[src/rtl/rst_seq_clockstop.sv]
// rst_seq_clockstop: releases per-domain resets one at a time with the target clock stopped around each release
module rst_seq_clockstop #(
  parameter int NUM_CH      = 4,
  parameter int SYNC_STAGES = 3,
  parameter int STOP_CYCLES = 8
) (
  input  logic              clk,
  input  logic              rst,
  input  logic [NUM_CH-1:0] deassert,
  input  logic [NUM_CH-1:0] assert_req,
  output logic [NUM_CH-1:0] clk_en,
  output logic [NUM_CH-1:0] rst_out,
  output logic              busy,
  output logic              done
);
  typedef enum logic [1:0] {SCAN, STOP, WAIT, START} state_t;
  state_t            state;
  logic [7:0]        cnt;
  logic [NUM_CH-1:0] sel_oh;
  logic [NUM_CH-1:0] sync_q [SYNC_STAGES];
  logic [NUM_CH-1:0] dsync, pend, low_oh, rst_nxt;
  assign dsync  = sync_q[SYNC_STAGES-1];
  assign pend   = rst_out & dsync;
  assign low_oh = pend & (~pend + NUM_CH'(1));
  assign done   = ~|rst_out & ~busy;
  // bring the asynchronous release requests into the clk domain
  always_ff @(posedge clk) begin
    if (rst) begin
      for (int k = 0; k < SYNC_STAGES; k++) sync_q[k] <= '0;
    end else begin
      sync_q[0] <= deassert;
      for (int k = 1; k < SYNC_STAGES; k++) sync_q[k] <= sync_q[k-1];
    end
  end
  // assert requests always set reset and beat a release landing in the same cycle
  always_comb begin
    rst_nxt = rst_out | assert_req;
    rst_nxt = (state == STOP) ? rst_nxt & ~(sel_oh & ~assert_req) : rst_nxt;
  end
  // single sequencer: stop clock, drop reset, hold stopped, restart clock
  always_ff @(posedge clk) begin
    if (rst) begin
      state   <= SCAN;
      cnt     <= '0;
      sel_oh  <= '0;
      clk_en  <= '1;
      rst_out <= '1;
      busy    <= 1'b0;
    end else begin
      rst_out <= rst_nxt;
      case (state)
        SCAN: if (|pend) begin
          sel_oh <= low_oh;
          clk_en <= clk_en & ~low_oh;
          state  <= STOP;
          busy   <= 1'b1;
        end
        STOP: begin
          cnt   <= 8'(STOP_CYCLES - 1);
          state <= WAIT;
        end
        WAIT: if (cnt == 8'd0) state <= START;
              else cnt <= cnt - 8'd1;
        START: begin
          clk_en <= clk_en | sel_oh;
          state  <= SCAN;
          busy   <= 1'b0;
        end
        default: begin
          clk_en <= '1;
          state  <= SCAN;
          busy   <= 1'b0;
        end
      endcase
    end
  end
endmodule

[config.mk]
export PLATFORM = sky130hd
export DESIGN_NAME = rst_seq_clockstop
export DESIGN_NICKNAME = d
export VERILOG_FILES = /design/src/rtl/rst_seq_clockstop.sv
export SDC_FILE = /design/constraint.sdc
export NUM_CORES = 1
export LEC_CHECK = 0
export ABC_AREA = 1
export BUFFER_PORTS_ARGS = -buffer_cell sky130_fd_sc_hd__buf_4
export CAP_MARGIN = 5
export CORE_ASPECT_RATIO = 0.75
export CORE_MARGIN = 2
export CORE_UTILIZATION = 30
export DETAILED_ROUTE_END_ITERATION = 6
export GPL_TIMING_DRIVEN = 0
export PLACE_DENSITY = 0.58
export SLEW_MARGIN = 25
export SYNTH_ARGS = -nofsm -noshare
export SYNTH_HDL_FRONTEND = slang
export SYNTH_SLANG_ARGS = --single-unit
[constraint.sdc]
create_clock -name clk -period 1.75 [get_ports clk]
set_clock_uncertainty 0.1 [all_clocks]
set_input_delay 0.35 -clock clk [delete_from_list [all_inputs] [get_ports clk]]
set_output_delay 0.35 -clock clk [all_outputs]
set_load 0.02 [all_outputs]
==> reports/metrics.yaml, run 1 <==
status:
  status: "completed"
placed_design:
  place_ws_ns: 0.0308
  portBuffers: 19
  dp_hpwl_um: 2410
  gp_congestion: 0.792
worst_setup_path:
  crit_arrival_ns: 1.22
  crit_buf_inv: 1
  cpMaxStageDelayCell: "dfxtp_1"
  end_kind: "output port"
  crit_type: "flop to output port"
  path_max_fanout: 4
  crit_required_ns: 1.30
  cpPeakStageDelay_ns: 0.35
  startpoint_type: "flop"
  critical_path.top_delay_family: "simple AND/OR/NAND/NOR gates"
  path_cells: "nor3_1 > nor3b_1 > buf_4"
logic_synthesis:
  synth_commonest_cells: "46 x nand2_1, 35 x dfxtp_1, 35 x nor2_1"
  ys_seq_area_share_pct: 44.6
  ys_async_sr_fraction_pct: 0
  syn_nets: 236
  synth_most_common_cell: "nand2_1"
  yosys_warnings: 0
  ys_types: 20
  ys_ff_latch: 35
  yosys.area.top_type: "dfxtp_1"
  avgSynthCellArea_um2: 7.15
  synth_top_area_share_pct: 44.6
  synth_edf_count: 0
  synthCells: 220
  ys.flop_type: "dfxtp_1"
  synth_area_leaders: "dfxtp_1 45%, nand2_1 11%, nor2_1 8.4%, inv_1 7.9%, ha_1 4.8%"
  synth_area_um2: 1570
floorplan:
  die_y_um: 66.7
  num_rows: 22
  ios: 20
  die_w_um: 87.6
  die_area_um2: 5840
  coreArea_um2: 4980
  start_util_pct: 31.6
job:
  drv_cap: 0
sta:
  hold_viol_final: 0
  fin_crit_ns: 1.67
  max-slew-margin-rel_pct: 68.7
  fmax_mhz: 600
  maxSlewViolCount: 0
  holdWs_ns: 0.128
  setup_viol: 0
  worst_pin_slew_ns: 0.469
  timing.final.ws_setup_ns: 0.0846
  fin_crit_sh_pct: 95.2
global_route:
  grt_pass1_vias: 1238
  overflow: 0
  grt_antenna_before_repair: 0
  grt_max_degree: 14
  grt_pass1_wl_um: 5680
  track_usage_pct: 12.7
detailed_routing:
  route.detailed.drc: 0
  dr_total_vias: 1374
  viasPerCell: 4.28
  detail-route-antenna-nets: 0
  totalWireLength_um: 3340
  wire_per_inst_um: 10.4
  drt_iter0_drc: 68
  dr.pass1.iters: 4
finish:
  antenna-diode-count: 0
  regArea_um2: 701
  nets: 264
  syn_to_final_growth_pct: 24.3
  fin_util_pct: 39.2
  multi_input_area_um2: 753
  fillers: 528
  drive_gt1_share_pct: 18.9
cts:
  numClockSinks: 35
  h-tree-depth: 2
  clk_latency_ns: 0.29
  clockRootBuffer: "clkbuf_8"
  cts_tree: "yes"
  cts.clk_slew.worst_paths_ns: 0.07
  cts.path.max_buffers: 2
  postCtsHoldBufs: 0
  numCtsBuffers: 5
power_and_ir_drop:
  leakage_nw: 0.886
  p_per_area_nw_per_um2: 1520
  worst_ir_drop_vdd_mv: 0.699
  power_mw: 2.96
worst_hold_path:
  hp-class: "input port to flop"
==> per-layer routing <==
metal	routed length (um)	global-route usage (%)	share of wire, %	vias to the layer above
li1	-	-	-	742
met1	1780	17.4	53	604
met2	1400	18.3	42	23
met3	116	3.47	3.5	5
met4	41	5.77	1.2	0
met5	0	0	0	-
==> tightest hold or removal path: stages <==
cell,delay (ns)
buf_4,0.08
a21oi_1,0.03
nand2_1,0.04
==> state kept, by name, summed over array words and instances, names as in the netlist <==
name     flops
busy         1
clk_en       4
cnt          8
rst_out      4
sel_oh       4
state        2
sync_q      12
==> report_power, final <==
part           total [mW]  internal (mW)  switching, mW  leakage, nW
Clock               0.754          0.432          0.322       0.0587
Sequential           1.00          0.907         0.0947        0.286
Combinational        1.21          0.466          0.742        0.540
==> through the flow <==
| stage | setup TNS [ns] | instances | area, um2 |
|---|---|---|---|
| floorplan | 0 | 220 | 1570 |
| global placement | 0 | 311 | 1810 |
| detailed placement | 0 | 311 | 1810 |
| CTS | 0 | 319 | 1920 |
| global route | -0.0135 | 321 | 1950 |
| finish | 0 | 321 | 1950 |
==> cell usage in the layout (no fill, tap or decap), types with 2 or more instances in the layout <==
master and n:
nand2_1 46, dfxtp_1 35, nor2_1 34, inv_1 32, buf_4 21, o21ai_0 15, a21oi_1 14, nand3_1 12
nor2_2 7, clkbuf_8 5, nand2_2 4, ha_1 4, nand4_1 3, clkbuf_1 2, xor2_1 2
==> timing repair <==
item / 4_1_cts / 5_1_grt
pin swaps: 0 / 1
cloned: 0 / 0
endpoints found under the setup margin: 1 / 8
hold endpoints to repair: 0 / 0
setup buffers: 0 / 2
resized for setup: 2 / 3
==> worst paths after layout <==
path	start	end	slack, ns	cells past startpoint
min	assert_req[3]	rst_out[3]	0.13	3
max reg2reg	cnt[0]	cnt[6]	0.12	9
max	rst_out[1]	done	0.08	3
min reg2reg	sync_q[0][0]	sync_q[0][4]	0.31	2
==> kinds of logic (layout without fill, tap and decap cells) <==
| logic type | Yosys count | in the layout | share of synthesized area, % |
|---|---|---|---|
| DFF | 35 | 35 | 44.6 |
| adders and majority gates | 6 | 6 | 4.77 |
| AOI/OAI and AO/OA | 31 | 31 | 10.3 |
| and+or+nand+nor | 110 | 110 | 30.5 |
| buffers and inverters | 36 | 65 | 8.67 |
| xor gates and xnor gates | 2 | 2 | 1.11 |
==> cell type report <==
type	count	share of cell area (%)
clock buffers	5	3.52
multi-input cells	149	38.5
clock inverters	3	2.43
inverters	33	6.34
plain buffers	3	0.640
repair buffers	21	8.07
flip-flops and latches	35	35.9
well taps	72	4.61
Note: power is estimated with default switching activity, not from simulation.
==> run 2, diff against run 1 <==
--- a/config.mk
+++ b/config.mk
@@ -10,10 +10,10 @@
 export CAP_MARGIN = 5
 export CORE_ASPECT_RATIO = 0.75
 export CORE_MARGIN = 2
-export CORE_UTILIZATION = 30
+export CORE_UTILIZATION = 53
 export DETAILED_ROUTE_END_ITERATION = 6
 export GPL_TIMING_DRIVEN = 0
-export PLACE_DENSITY = 0.58
+export PLACE_DENSITY = 0.85
 export SLEW_MARGIN = 25
 export SYNTH_ARGS = -nofsm -noshare
 export SYNTH_HDL_FRONTEND = slang
==> run 2 against run 1 <==
  * Power is 2.5% lower
  * Critical endpoint unchanged
  * Utilization is 27 points higher
  * Setup slack worse by 0.057 ns
  * Critical path type unchanged
  * First-iteration DRC count is 38% higher
  * Combinational power decreased by 4%
  * Largest cell class unchanged
==> reports/metrics.yaml, run 2 (same netlist as run 1, synthesis figures left out) <==
floorplan:
  start_util_pct: 54.4
  die_w_um: 66.9
  die_area_um2: 3420
  ios: 20
  coreArea_um2: 2890
  num_rows: 17
  die_y_um: 51.2
cts:
  clk_latency_ns: 0.29
  h-tree-depth: 2
  cts.path.max_buffers: 2
  cts.clk_slew.worst_paths_ns: 0.08
  numClockSinks: 35
  cts_tree: "yes"
  clockRootBuffer: "clkbuf_8"
  post-cts-setup-buffers: 0
  postCtsHoldBufs: 0
  numCtsBuffers: 5
sta:
  fmax_mhz: 581
  hold_viol_final: 0
  max-slew-margin-rel_pct: 65.9
  worst_pin_slew_ns: 0.512
  fin_crit_ns: 1.72
  setup_viol: 0
  fin_crit_sh_pct: 98.4
  maxSlewViolCount: 0
detailed_routing:
  detail-route-antenna-nets: 0
  route.detailed.drc: 0
  totalWireLength_um: 3320
  dr.pass1.iters: 4
  dr_total_vias: 1406
  viasPerCell: 4.93
  wire_per_inst_um: 11.6
  drt_iter0_drc: 94
finish:
  largest_reg_flops: 12
  layoutNonFillerInstCount: 285
  final_common_cell: "nand2_1"
  nets: 262
  largest-register: "sync_q"
  syn_to_final_growth_pct: 21.0
  reg_top3: "sync_q: 12 flops, cnt: 8 flops"
  fin_area_um2: 1900
  drive_gt1_share_pct: 19.0
  most-common-layout-cells: "46 x nand2_1, 35 x dfxtp_1, 34 x nor2_1"
  antenna-diode-count: 0
worst_setup_path:
  startpoint_type: "flop"
  end_kind: "output port"
  crit_required_ns: 1.30
  cpPeakStageDelay_ns: 0.34
  path_cells: "nor3_2 > nor3b_2 > buf_4"
  crit_arrival_ns: 1.27
  path_max_fanout: 4
  cpMaxStageDelayCell: "dfxtp_1"
  r2r_slack_ns: 0.15
  crit_type: "flop to output port"
placed_design:
  dp.cells: 277
  place_area_um2: 1760
  portBuffers: 19
  dp_hpwl_um: 2250
  gp_congestion: 0.919
global_route:
  track_usage_pct: 21.6
  overflow: 0
  grt_max_degree: 13
  grt_pass1_vias: 1266
  grt_pass1_wl_um: 5470
  grt_antenna_before_repair: 0
power_and_ir_drop:
  p_per_area_nw_per_um2: 1520
  power_mw: 2.89
  worst_ir_drop_vdd_mv: 0.914
  leakage_nw: 0.876
worst_hold_path:
  hp-class: "input port to flop"
job:
  drv_cap: 0
status:
  status: "completed"
run 2: power by group:
| group | total, mW | internal (mW) | switching, mW |
|---|---|---|---|
| clock network | 0.722 | 0.424 | 0.298 |
| logic | 1.16 | 0.431 | 0.730 |
| registers | 1.01 | 0.907 | 0.0982 |
| total | 2.89 | 1.76 | 1.13 |
run 2: per-layer routing:
| metal | share of wire (%) | global-route usage [%] | vias up |
|---|---|---|---|
| met5 | 0 | 0 | - |
| li1 | - | - | 739 |
| met4 | 1.1 | 8.16 | 0 |
| met3 | 3.9 | 6.61 | 4 |
| met2 | 46 | 33.3 | 26 |
| met1 | 49 | 28.5 | 637 |
run 2: final timing paths:
path	startpoint	endpoint	cells after the start
setup reg to reg	cnt[0]	cnt[7]	9
hold / removal	assert_req[2]	rst_out[2]	3
setup / recovery	rst_out[1]	done	3
hold reg to reg	sync_q[0][6]	sync_q[0][10]	2
run 2: stage by stage:
| stage | worst slack, ns | hold WS [ns] | setup TNS, ns | utilization (%) |
|---|---|---|---|---|
| after floorplan | 0.204 | 0.288 | 0 | - |
| after global placement | 0.0985 | 0.290 | 0 | 60.9 |
| after detailed placement | 0.0552 | 0.294 | 0 | 60.9 |
| after CTS | 0.0324 | 0.131 | 0 | 65.2 |
| after global routing | -0.0196 | 0.133 | -0.0196 | 65.8 |
| final | 0.0276 | 0.142 | 0 | 65.8 |
run 2: final cells by class:
type	instances	area, um2
fill	256	990
clock buffer	5	68.8
tap	38	47.5
inverter	33	124
timing repair buffer	19	143
multi-input combinational	149	763
sequential	35	701
clock inverter	3	43.8
buffer	3	12.5
run 2: critical path, delay by kind of cell (launching register included):
family	cells	cell delay (ns)
and+or+nand+nor	2	0.48
buffers and inverters	1	0.18
DFF	1	0.34
run 2: timing repair:
item | CTS | global route
endpoints found under the hold margin | 0 | 0
cloned | 0 | 0
endpoints found under the setup margin | 1 | 9
gates resized for setup | 2 | 5
pin swaps | 0 | 1
==> run 3, diff against run 2 <==
--- a/config.mk
+++ b/config.mk
@@ -10,10 +10,10 @@
 export CAP_MARGIN = 5
 export CORE_ASPECT_RATIO = 0.75
 export CORE_MARGIN = 2
-export CORE_UTILIZATION = 53
+export CORE_UTILIZATION = 50
 export DETAILED_ROUTE_END_ITERATION = 6
 export GPL_TIMING_DRIVEN = 0
-export PLACE_DENSITY = 0.85
+export PLACE_DENSITY = 0.81
 export SLEW_MARGIN = 25
 export SYNTH_ARGS = -nofsm -noshare
 export SYNTH_HDL_FRONTEND = slang
==> run 3 against run 2 <==
  * Power up 0.74%
  * Global-route usage shrank 0.99 points
  * Worst hold slack worse by 0.0065 ns
==> reports/metrics.yaml, run 3 (same netlist as run 1, synthesis figures left out) <==
global_route:
  grt_pass1_vias: 1174
  grt_antenna_before_repair: 0
  overflow: 0
  track_usage_pct: 20.7
  grt_max_degree: 13
  grt_pass1_wl_um: 5290
finish:
  most-common-layout-cells: "46 x nand2_1, 35 x dfxtp_1, 34 x nor2_1"
  antenna-diode-count: 0
  largest_reg_flops: 12
  nets: 263
  final_common_cell: "nand2_1"
  reg_top3: "sync_q: 12 flops, cnt: 8 flops"
  drive_gt1_share_pct: 19.0
  syn_to_final_growth_pct: 20.8
  largest-register: "sync_q"
floorplan:
  die_area_um2: 3610
  num_rows: 17
  start_util_pct: 52.8
  coreArea_um2: 2980
  die_y_um: 52.6
  ios: 20
  die_w_um: 68.8
power_and_ir_drop:
  worst_ir_drop_vdd_mv: 0.718
  power_mw: 2.91
  leakage_nw: 0.880
  p_per_area_nw_per_um2: 1530
sta:
  fin_crit_ns: 1.65
  final.setup.tns_ns: 0
  fin_crit_sh_pct: 94.2
  setup_viol: 0
  hold_viol_final: 0
  rsz0062_at_grt: "false"
  fmax_mhz: 607
  worst_pin_slew_ns: 0.501
  max-slew-margin-rel_pct: 66.6
  maxSlewViolCount: 0
worst_setup_path:
  path_max_fanout: 4
  crit_type: "flop to output port"
  startpoint_type: "flop"
  crit_required_ns: 1.30
  crit_arrival_ns: 1.20
  end_kind: "output port"
cts:
  numCtsBuffers: 5
  cts.clk_slew.worst_paths_ns: 0.07
  h-tree-depth: 2
  postCtsHoldBufs: 0
  cts_tree: "yes"
  cts.path.max_buffers: 2
  clk_latency_ns: 0.29
  clockRootBuffer: "clkbuf_8"
  numClockSinks: 35
detailed_routing:
  route.detailed.drc: 0
  detail-route-antenna-nets: 0
  totalWireLength_um: 3230
  viasPerCell: 4.93
  dr_total_vias: 1411
  wire_per_inst_um: 11.3
  drt_iter0_drc: 71
  dr.pass1.iters: 4
worst_hold_path:
  hp-class: "input port to flop"
placed_design:
  dp_hpwl_um: 2340
  gp_congestion: 0.964
  portBuffers: 19
job:
  drv_cap: 0
status:
  status: "completed"
run 3: layer usage:
layer	global-route usage (%)	up-vias	wire length, um
li1	-	740	-
met2	30.1	35	1390
met5	0	-	0
met3	6.45	8	182
met4	10.1	0	59
met1	27.4	628	1600
run 3: critical path, cell delays in order, from the launching register on:
cell	delay (ns)
dfxtp_1	0.34
nor3_1	0.19
nor3b_1	0.20
buf_4	0.17
run 3: area by class of cell:
| type | count | area [um2] |
|---|---|---|
| buffer | 3 | 12.5 |
| clock inverter | 3 | 43.8 |
| tap | 38 | 47.5 |
| multi-input combinational | 149 | 753 |
| inverter | 33 | 124 |
| timing repair buffer | 20 | 150 |
| fill | 266 | 1080 |
| sequential | 35 | 701 |
| clock buffer | 5 | 68.8 |
run 3: repair_timing:
item	CTS	global route
resized for setup	0	6
setup endpoints to repair	0	9
setup buffers	0	1
run 3: where the power goes:
| group | total, mW | internal [mW] | switching, mW |
|---|---|---|---|
| clock | 0.722 | 0.424 | 0.299 |
| combinational | 1.18 | 0.444 | 0.737 |
| sequential | 1.01 | 0.908 | 0.0992 |
run 3: per-stage QoR:
step           worst slack, ns  cells  utilization (%)  hold WS (ns)  area [um2]
2_1_floorplan            0.204    220                -         0.288        1570
3_3_place_gp            0.0779    277             59.2         0.289        1760
3_5_place_dp            0.0448    277             59.2         0.294        1760
4_1_cts                 0.0396    285             63.0         0.130        1880
5_1_grt                 0.0130    286             63.8         0.139        1900
6_report                 0.102    286             63.8         0.135        1900
run 3: path summary, 6_finish.rpt:
check,start,to,slack (ns),cells after the start
min,assert_req[2],rst_out[2],0.14,3
max reg2reg,state[0],cnt[0],0.18,7
min reg2reg,sync_q[0][1],sync_q[0][5],0.30,2
max,rst_out[1],done,0.10,3
